$ cat src/rtl/gain_ramp_pkg.sv
// Purpose: shared constants for the gain_ramp output volume stage.
// Latency: none (definitions only).
// Backpressure: none.
//   FSM state encoding, fractional gain bits, unity gain and accumulator width.
package gain_ramp_pkg;

  // FSM state encoding
  localparam logic [1:0] ST_IDLE = 2'd0;
  localparam logic [1:0] ST_MULT = 2'd1;
  localparam logic [1:0] ST_SAT  = 2'd2;

  // Default 24-bit sample, 16-bit Q2.14 gain
  localparam int          GAINSIZE_DFLT = 16;
  localparam int          FRAC          = GAINSIZE_DFLT - 2;
  localparam logic [15:0] UNITY_GAIN    = 16'h4000;
  localparam int          ACC_W         = 24 + GAINSIZE_DFLT;

endpackage

$ cat src/rtl/gain_ramp_gain_slew.sv
// Purpose: next-gain computation, one STEP toward tgt without overshoot.
// Latency: combinational.
// Backpressure: none.
//   gain      in  current gain
//   tgt       in  effective target gain (already forced to 0 when muted)
//   gain_next out gain after one slew step
module gain_slew #(
  parameter int GAINSIZE = 16,
  parameter int STEP     = 16
) (
  input  logic [GAINSIZE-1:0] gain,
  input  logic [GAINSIZE-1:0] tgt,
  output logic [GAINSIZE-1:0] gain_next
);

  localparam logic [GAINSIZE:0] STEP_W = (GAINSIZE+1)'(STEP);

  // One extra bit so neither the rising sum nor the falling limit wraps.
  logic [GAINSIZE:0] up_sum;
  logic [GAINSIZE:0] dn_lim;

  always_comb begin
    up_sum    = {1'b0, gain} + STEP_W;
    dn_lim    = {1'b0, tgt} + STEP_W;
    gain_next = gain;
    if (gain < tgt) begin
      gain_next = (up_sum >= {1'b0, tgt}) ? tgt : up_sum[GAINSIZE-1:0];
    end else if (gain > tgt) begin
      // gain - STEP <= tgt  <=>  gain <= tgt + STEP
      gain_next = ({1'b0, gain} <= dn_lim) ? tgt : (gain - STEP_W[GAINSIZE-1:0]);
    end
  end

endmodule

$ cat src/rtl/gain_ramp.sv
// Purpose: per-frame sample x slewed-gain via serial shift-add, rounded and held.
// Latency: out/clip update GAINSIZE+1 bclk after the lrclk rise is sampled.
// Backpressure: none; lrclk rises seen while busy are ignored.
//   bclk, reset (sync, active-high), lrclk frame clock, in sample,
//   target_gain/mute requested gain, out held sample, gain current gain,
//   busy multiply in progress, clip one-cycle saturation pulse.
//   Optional saturation enabled by defining GAIN_RAMP_SAT_EN (wraps otherwise).
module gain_ramp
  import gain_ramp_pkg::*;
#(
  parameter int BITSIZE  = 24,
  parameter int GAINSIZE = 16,
  parameter int STEP     = 16
) (
  input  logic                       bclk,
  input  logic                       reset,
  input  logic                       lrclk,
  input  logic signed [BITSIZE-1:0]  in,
  input  logic        [GAINSIZE-1:0] target_gain,
  input  logic                       mute,
  output logic        [BITSIZE-1:0]  out,
  output logic        [GAINSIZE-1:0] gain,
  output logic                       busy,
  output logic                       clip
);

  localparam int AW = BITSIZE + GAINSIZE;
  localparam int FR = GAINSIZE - 2;
  localparam int CW = $clog2(GAINSIZE);
  localparam logic signed [AW-1:0] RND = {{(AW-1){1'b0}}, 1'b1} << (FR - 1);
`ifdef GAIN_RAMP_SAT_EN
  localparam logic signed [AW-1:0] MAX_V = {{(GAINSIZE+1){1'b0}}, {(BITSIZE-1){1'b1}}};
  localparam logic signed [AW-1:0] MIN_V = {{(GAINSIZE+1){1'b1}}, {(BITSIZE-1){1'b0}}};
`endif

  logic [1:0]               state_q, state_d;
  logic                     lrclk_q, lrclk_d;
  logic [CW-1:0]            cnt_q, cnt_d;
  logic [BITSIZE-1:0]       sample_q, sample_d;
  logic signed [AW-1:0]     acc_q, acc_d;
  logic [GAINSIZE-1:0]      gain_q, gain_d;
  logic [BITSIZE-1:0]       out_q, out_d;
  logic                     busy_q, busy_d;
  logic                     clip_q, clip_d;

  logic                     rise;
  logic [GAINSIZE-1:0]      tgt;
  logic [GAINSIZE-1:0]      gain_next;
  logic signed [AW-1:0]     sample_ext;
`ifdef GAIN_RAMP_SAT_EN
  logic signed [AW-1:0]     rnd;
`endif

  assign tgt = mute ? '0 : target_gain;

  gain_slew #(
    .GAINSIZE (GAINSIZE),
    .STEP     (STEP)
  ) u_gain_slew (
    .gain      (gain_q),
    .tgt       (tgt),
    .gain_next (gain_next)
  );

  always_comb begin
    lrclk_d    = lrclk;
    rise       = lrclk & ~lrclk_q;
    sample_ext = {{GAINSIZE{sample_q[BITSIZE-1]}}, sample_q};
    state_d    = state_q;
    cnt_d      = cnt_q;
    sample_d   = sample_q;
    acc_d      = acc_q;
    gain_d     = gain_q;
    out_d      = out_q;
    busy_d     = busy_q;
    clip_d     = 1'b0;
`ifdef GAIN_RAMP_SAT_EN
    rnd        = (acc_q + RND) >>> FR;
`endif
    case (state_q)
      ST_IDLE: begin
        if (rise) begin
          sample_d = in;
          gain_d   = gain_next;   // multiply below uses the slewed gain
          acc_d    = '0;
          cnt_d    = '0;
          busy_d   = 1'b1;
          state_d  = ST_MULT;
        end
      end
      ST_MULT: begin
        if (gain_q[cnt_q]) begin
          acc_d = acc_q + (sample_ext << cnt_q);
        end
        cnt_d = cnt_q + 1'b1;
        if (cnt_q == CW'(GAINSIZE - 1)) begin
          state_d = ST_SAT;
        end
      end
      ST_SAT: begin
`ifdef GAIN_RAMP_SAT_EN
        if (rnd > MAX_V) begin
          out_d  = {1'b0, {(BITSIZE-1){1'b1}}};
          clip_d = 1'b1;
        end else if (rnd < MIN_V) begin
          out_d  = {1'b1, {(BITSIZE-1){1'b0}}};
          clip_d = 1'b1;
        end else begin
          out_d  = rnd[BITSIZE-1:0];
        end
`else
        // Wrapping conversion: keep only the low BITSIZE bits of the rounded value.
        out_d = BITSIZE'((acc_q + RND) >>> FR);
`endif
        busy_d  = 1'b0;
        state_d = ST_IDLE;
      end
      default: begin
        state_d = ST_IDLE;
      end
    endcase
  end

  always_ff @(posedge bclk) begin
    if (reset) begin
      state_q  <= ST_IDLE;
      lrclk_q  <= 1'b0;
      cnt_q    <= '0;
      sample_q <= '0;
      acc_q    <= '0;
      gain_q   <= '0;
      out_q    <= '0;
      busy_q   <= 1'b0;
      clip_q   <= 1'b0;
    end else begin
      state_q  <= state_d;
      lrclk_q  <= lrclk_d;
      cnt_q    <= cnt_d;
      sample_q <= sample_d;
      acc_q    <= acc_d;
      gain_q   <= gain_d;
      out_q    <= out_d;
      busy_q   <= busy_d;
      clip_q   <= clip_d;
    end
  end

  assign out  = out_q;
  assign gain = gain_q;
  assign busy = busy_q;
  assign clip = clip_q;

endmodule

$ cat config.mk
export PLATFORM = sky130hd
export DESIGN_NAME = gain_ramp
export DESIGN_NICKNAME = d
export VERILOG_FILES = /design/src/rtl/gain_ramp_pkg.sv /design/src/rtl/gain_ramp_gain_slew.sv /design/src/rtl/gain_ramp.sv
export SDC_FILE = /design/constraint.sdc
export NUM_CORES = 1
export LEC_CHECK = 0
export BUFFER_PORTS_ARGS = -buffer_cell sky130_fd_sc_hd__buf_2
export CORE_UTILIZATION = 61
export CTS_CLUSTER_DIAMETER = 30
export DETAILED_ROUTE_END_ITERATION = 12
export PLACE_DENSITY = 0.92
export SYNTH_ARGS = -nofsm -noshare
export SYNTH_HDL_FRONTEND = slang
export SYNTH_SLANG_ARGS = --single-unit
$ cat constraint.sdc
create_clock -name bclk -period 4.6 [get_ports bclk]
set_input_delay 0.46 -clock bclk [delete_from_list [all_inputs] [get_ports bclk]]
set_output_delay 0.46 -clock bclk [all_outputs]
set_load 0.03 [all_outputs]
==> run_results.csv <==
group,metric,value,unit
global_routing,grt-ovfl-total,0,
min_path,hold_depth,3,
placement,place_congestion,0.987,
sta,setup_viol,0,
global_routing,use_met1,38.9,%
synthesis,netlist_area,0.00940,mm^2
die,chipHeight,126,um
synthesis,async_flop_share,0,%
synthesis,yosys-mux-area-fraction,7.44,%
min_path,hold_class,"input pin to register",
clock_tree,htreeDepth,3,
clock_tree,cts.sinks,110,
worst_setup_path,worst_path_max_delay_cell,"dfxtp_1",
route,vias_per_cell,6.40,
run_status,status,"complete, no violations",
sta,finClkSkew,0.0156,ns
placement,preCtsSetupSlack,0.377,ns
global_routing,grt_use_met2,50.2,%
cells_and_area,nNetsFinal,1354,
route,vias,9106,
power_and_ir_drop,p_per_area,283,mW/mm^2
route,wl_per_cell,16.9,um
global_routing,antenna_found_initial,0,
synthesis,synth-simple-area-share,22.8,%
worst_setup_path,r2r-end,"acc_q[34]",
sta,worst_pin_slew,0.967,ns
worst_setup_path,ff2ff_setup_slack,0.35,ns
placement,dpl_cell_area,0.00990,mm^2
clock_tree,hold_buffers,0,
worst_setup_path,endpoint_kind,"register",
die,core_area,0.0151,mm^2
synthesis,ys_seq_elements,110,
synthesis,synth_area_per_cell,7.88,um^2
route,ant_nets,0,
global_routing,grt_first_pass_wirelength,39200,um
power_and_ir_drop,p_leak,4.40,nW
worst_setup_path,cp.arrival,4.52,ns
worst_setup_path,worstPathRequired,4.87,ns
global_routing,grtUsageTotal,30.3,%
cells_and_area,final_cells,1422,
sta,final-hold-violation-count,0,
sta,drv_slew,0,
global_routing,grt_pass1_vias,8142,
die,chipWidth,126,um
route,drt_iter0_drc,853,
synthesis,syn_nets,1317,
clock_tree,insertion_delay,0.38,ns
die,boundaryPins,86,
power_and_ir_drop,ir_drop,0.319,mV
worst_setup_path,startpoint_type,"register",
cells_and_area,antenna_cells,0,
cells_and_area,final_area,0.0102,mm^2
cells_and_area,syn_to_final_growth,8.49,%
die,start_util,62.0,%
worst_setup_path,path_cells,"clkinv_1 -> a21boi_0 -> nor2_1 -> ha_1 -> a21oi_1 -> o211ai_1 -> o2111a_1 -> o31ai_2 -> o31ai_1 -> o2111ai_2 -> nand4b_1 -> a31oi_1 -> xnor2_1 -> a22o_1",
sta,min_period_over_period,92.4,%
global_routing,grt_max_degree,49,
synthesis,synth_enable_flop_cells,0,
worst_setup_path,path_max_fanout,15,
worst_setup_path,reg2reg_depth,14,
synthesis,synth_compound_area_share,23.3,%
die,rows,45,
clock_tree,cts_inserted_buffers,9,
sta,relSlewSlack,35.4,%
clock_tree,cts_tree,"yes",
sta,fmax,235,MHz
clock_tree,clk_path_buf_depth,2,
synthesis,synth_top_family_by_area,"compound AO/OA/AOI/OAI gates",
worst_setup_path,max_stage_delay,0.67,ns
clock_tree,clockRootBuffer,"clkbuf_16",
route,dr.pass1.iters,5,
synthesis,synth_cells,1192,
worst_setup_path,reg2reg_from,"cnt_q[2]",
job,drv_cap,0,
die,fp.dieArea,0.0159,mm^2
synthesis,synthAdderAreaFrac,10.9,%
global_routing,top_usage_layer,"met2",
cells_and_area,drive_gt1_share,14.0,%
cells_and_area,final_core_util,67.3,%
placement,dp.cells,1406,
placement,dp_hpwl,18000,um
sta,setup_slack,0.347,ns
synthesis,synth-xor-area-share,7.64,%
sta,rsz0062_at_grt,"false",
route,routed_wl,24000,um
synthesis,ys_seq_area_share,23.4,%
synthesis,synth_cell_types,84,
route,route.detailed.drc,0,
sta,min_period,4.25,ns
global_routing,gr-usage-met3,3.74,%
min_path,hold_start,"in[9]",
worst_setup_path,path_class,"register to register",
placement,io_buffers,84,
min_path,hold_path_end,"sample_q[9]",
clock_tree,clkTransAtPathRegs,0.09,ns
sta,fin_tns_setup,0,ns
synthesis,synth_warnings,0,
synthesis,ys.flop_type,"dfxtp_1",
sequential cells by signal, summed over array words and instances, names as in the netlist:
| register | cells |
|---|---|
| out | 24 |
| lrclk_q | 1 |
| busy | 1 |
| state_q | 2 |
| sample_q | 24 |
| acc_q | 38 |
| cnt_q | 4 |
| gain | 16 |
cell usage after synthesis (11+ instances only):
| library cell | number | share of area [%] |
|---|---|---|
| a211oi_1 | 29 | 2.3 |
| a21oi_1 | 119 | 6.3 |
| a31oi_1 | 14 | 0.93 |
| nand2_1 | 140 | 5.6 |
| mux4_2 | 11 | 2.6 |
| nor2b_1 | 19 | 1.3 |
| dfxtp_1 | 110 | 23 |
| a22o_1 | 22 | 2.1 |
| nor2_1 | 101 | 4.0 |
| nand3_1 | 45 | 2.4 |
| mux2i_1 | 35 | 3.7 |
| xnor2_1 | 45 | 4.2 |
| xor2_1 | 37 | 3.4 |
| and3_1 | 12 | 0.80 |
| o21ai_0 | 45 | 2.4 |
| nor3_1 | 18 | 0.96 |
| a21o_1 | 30 | 2.4 |
| inv_1 | 24 | 0.96 |
| ha_1 | 80 | 11 |
| buf_2 | 13 | 0.69 |
| clkbuf_1 | 50 | 2.0 |
| nand4_1 | 14 | 0.93 |
| nand2b_1 | 29 | 1.9 |
worst max path at each step:
stage                      to  slack [ns]     start
floorplan           acc_q[31]        0.60  cnt_q[1]
global placement    acc_q[34]        0.50  cnt_q[0]
detailed placement  acc_q[34]        0.38  cnt_q[0]
CTS                 acc_q[34]        0.34  cnt_q[0]
global route        acc_q[34]        0.04  cnt_q[2]
finish              acc_q[34]        0.35  cnt_q[2]
layer usage:
layer  share of wire (%)  wire length (um)  up-vias
li1                    -                 -     4400
met1                  43             10300     4227
met2                  47             11300      403
met3                 6.9              1650       76
met4                 3.4               824        0
met5                   0                 0        -
timing repair:
action                                 CTS  global route
endpoints found under the hold margin    0             0
gates resized for setup                  0             1
setup endpoints to repair                0             6
setup buffers                            0             0
cell families after synthesis:
kind of cell,after synthesis
multiplexers,55
XOR/XNOR,82
flip-flops,110
buffers and inverters,102
AO/OA/AOI/OAI,328
other,1
AND/OR/NAND/NOR,433
adder cells (fa/ha/maj),81
cells in the final DEF, fill, tap and decap left out, drive strengths merged, types with 15 or more instances in the layout:
cell and n:
a211oi 31, a21o 30, a21oi 122, a22o 22, buf 102, dfxtp 110, ha 80, inv 29
mux2i 35, nand2 141, nand2b 30, nand3 47, nand4 15, nor2 102, nor2b 20, nor3 20
o21ai 47, xnor2 45, xor2 37
metrics by stage:
step | hold WS, ns | total power, mW
floorplan | 0.436 | 1.83
global placement | 0.457 | 2.05
detailed placement | 0.470 | 2.08
CTS | 0.309 | 2.87
global route | 0.328 | 3.03
finish | 0.309 | 2.88
area by class of cell:
cell class                      count  area, um^2
Clock buffer                        9         225
Clock inverter                      7        73.8
Fill cell                        1206        4950
Inverter                           26        97.6
Multi-Input combinational cell    980        6790
Sequential cell                   110        2200
Tap cell                          188         235
Timing Repair Buffer              102         568
report_power, final:
part | switching, mW | internal (mW) | leakage (nW)
Clock | 0.408 | 0.387 | 0.146
Sequential | 0.0676 | 0.989 | 0.892
Combinational | 0.622 | 0.411 | 3.36
Total | 1.10 | 1.79 | 4.40
critical path, delay by kind of cell (launching register included):
kind | cells | cell delay (ns)
AO/OA/AOI/OAI | 9 | 2.29
XOR/XNOR | 1 | 0.08
adder cells (fa/ha/maj) | 1 | 0.37
buffers and inverters | 1 | 0.53
flip-flops | 1 | 0.67
AND/OR/NAND/NOR | 2 | 0.22
(Power assumes the default switching activity.)
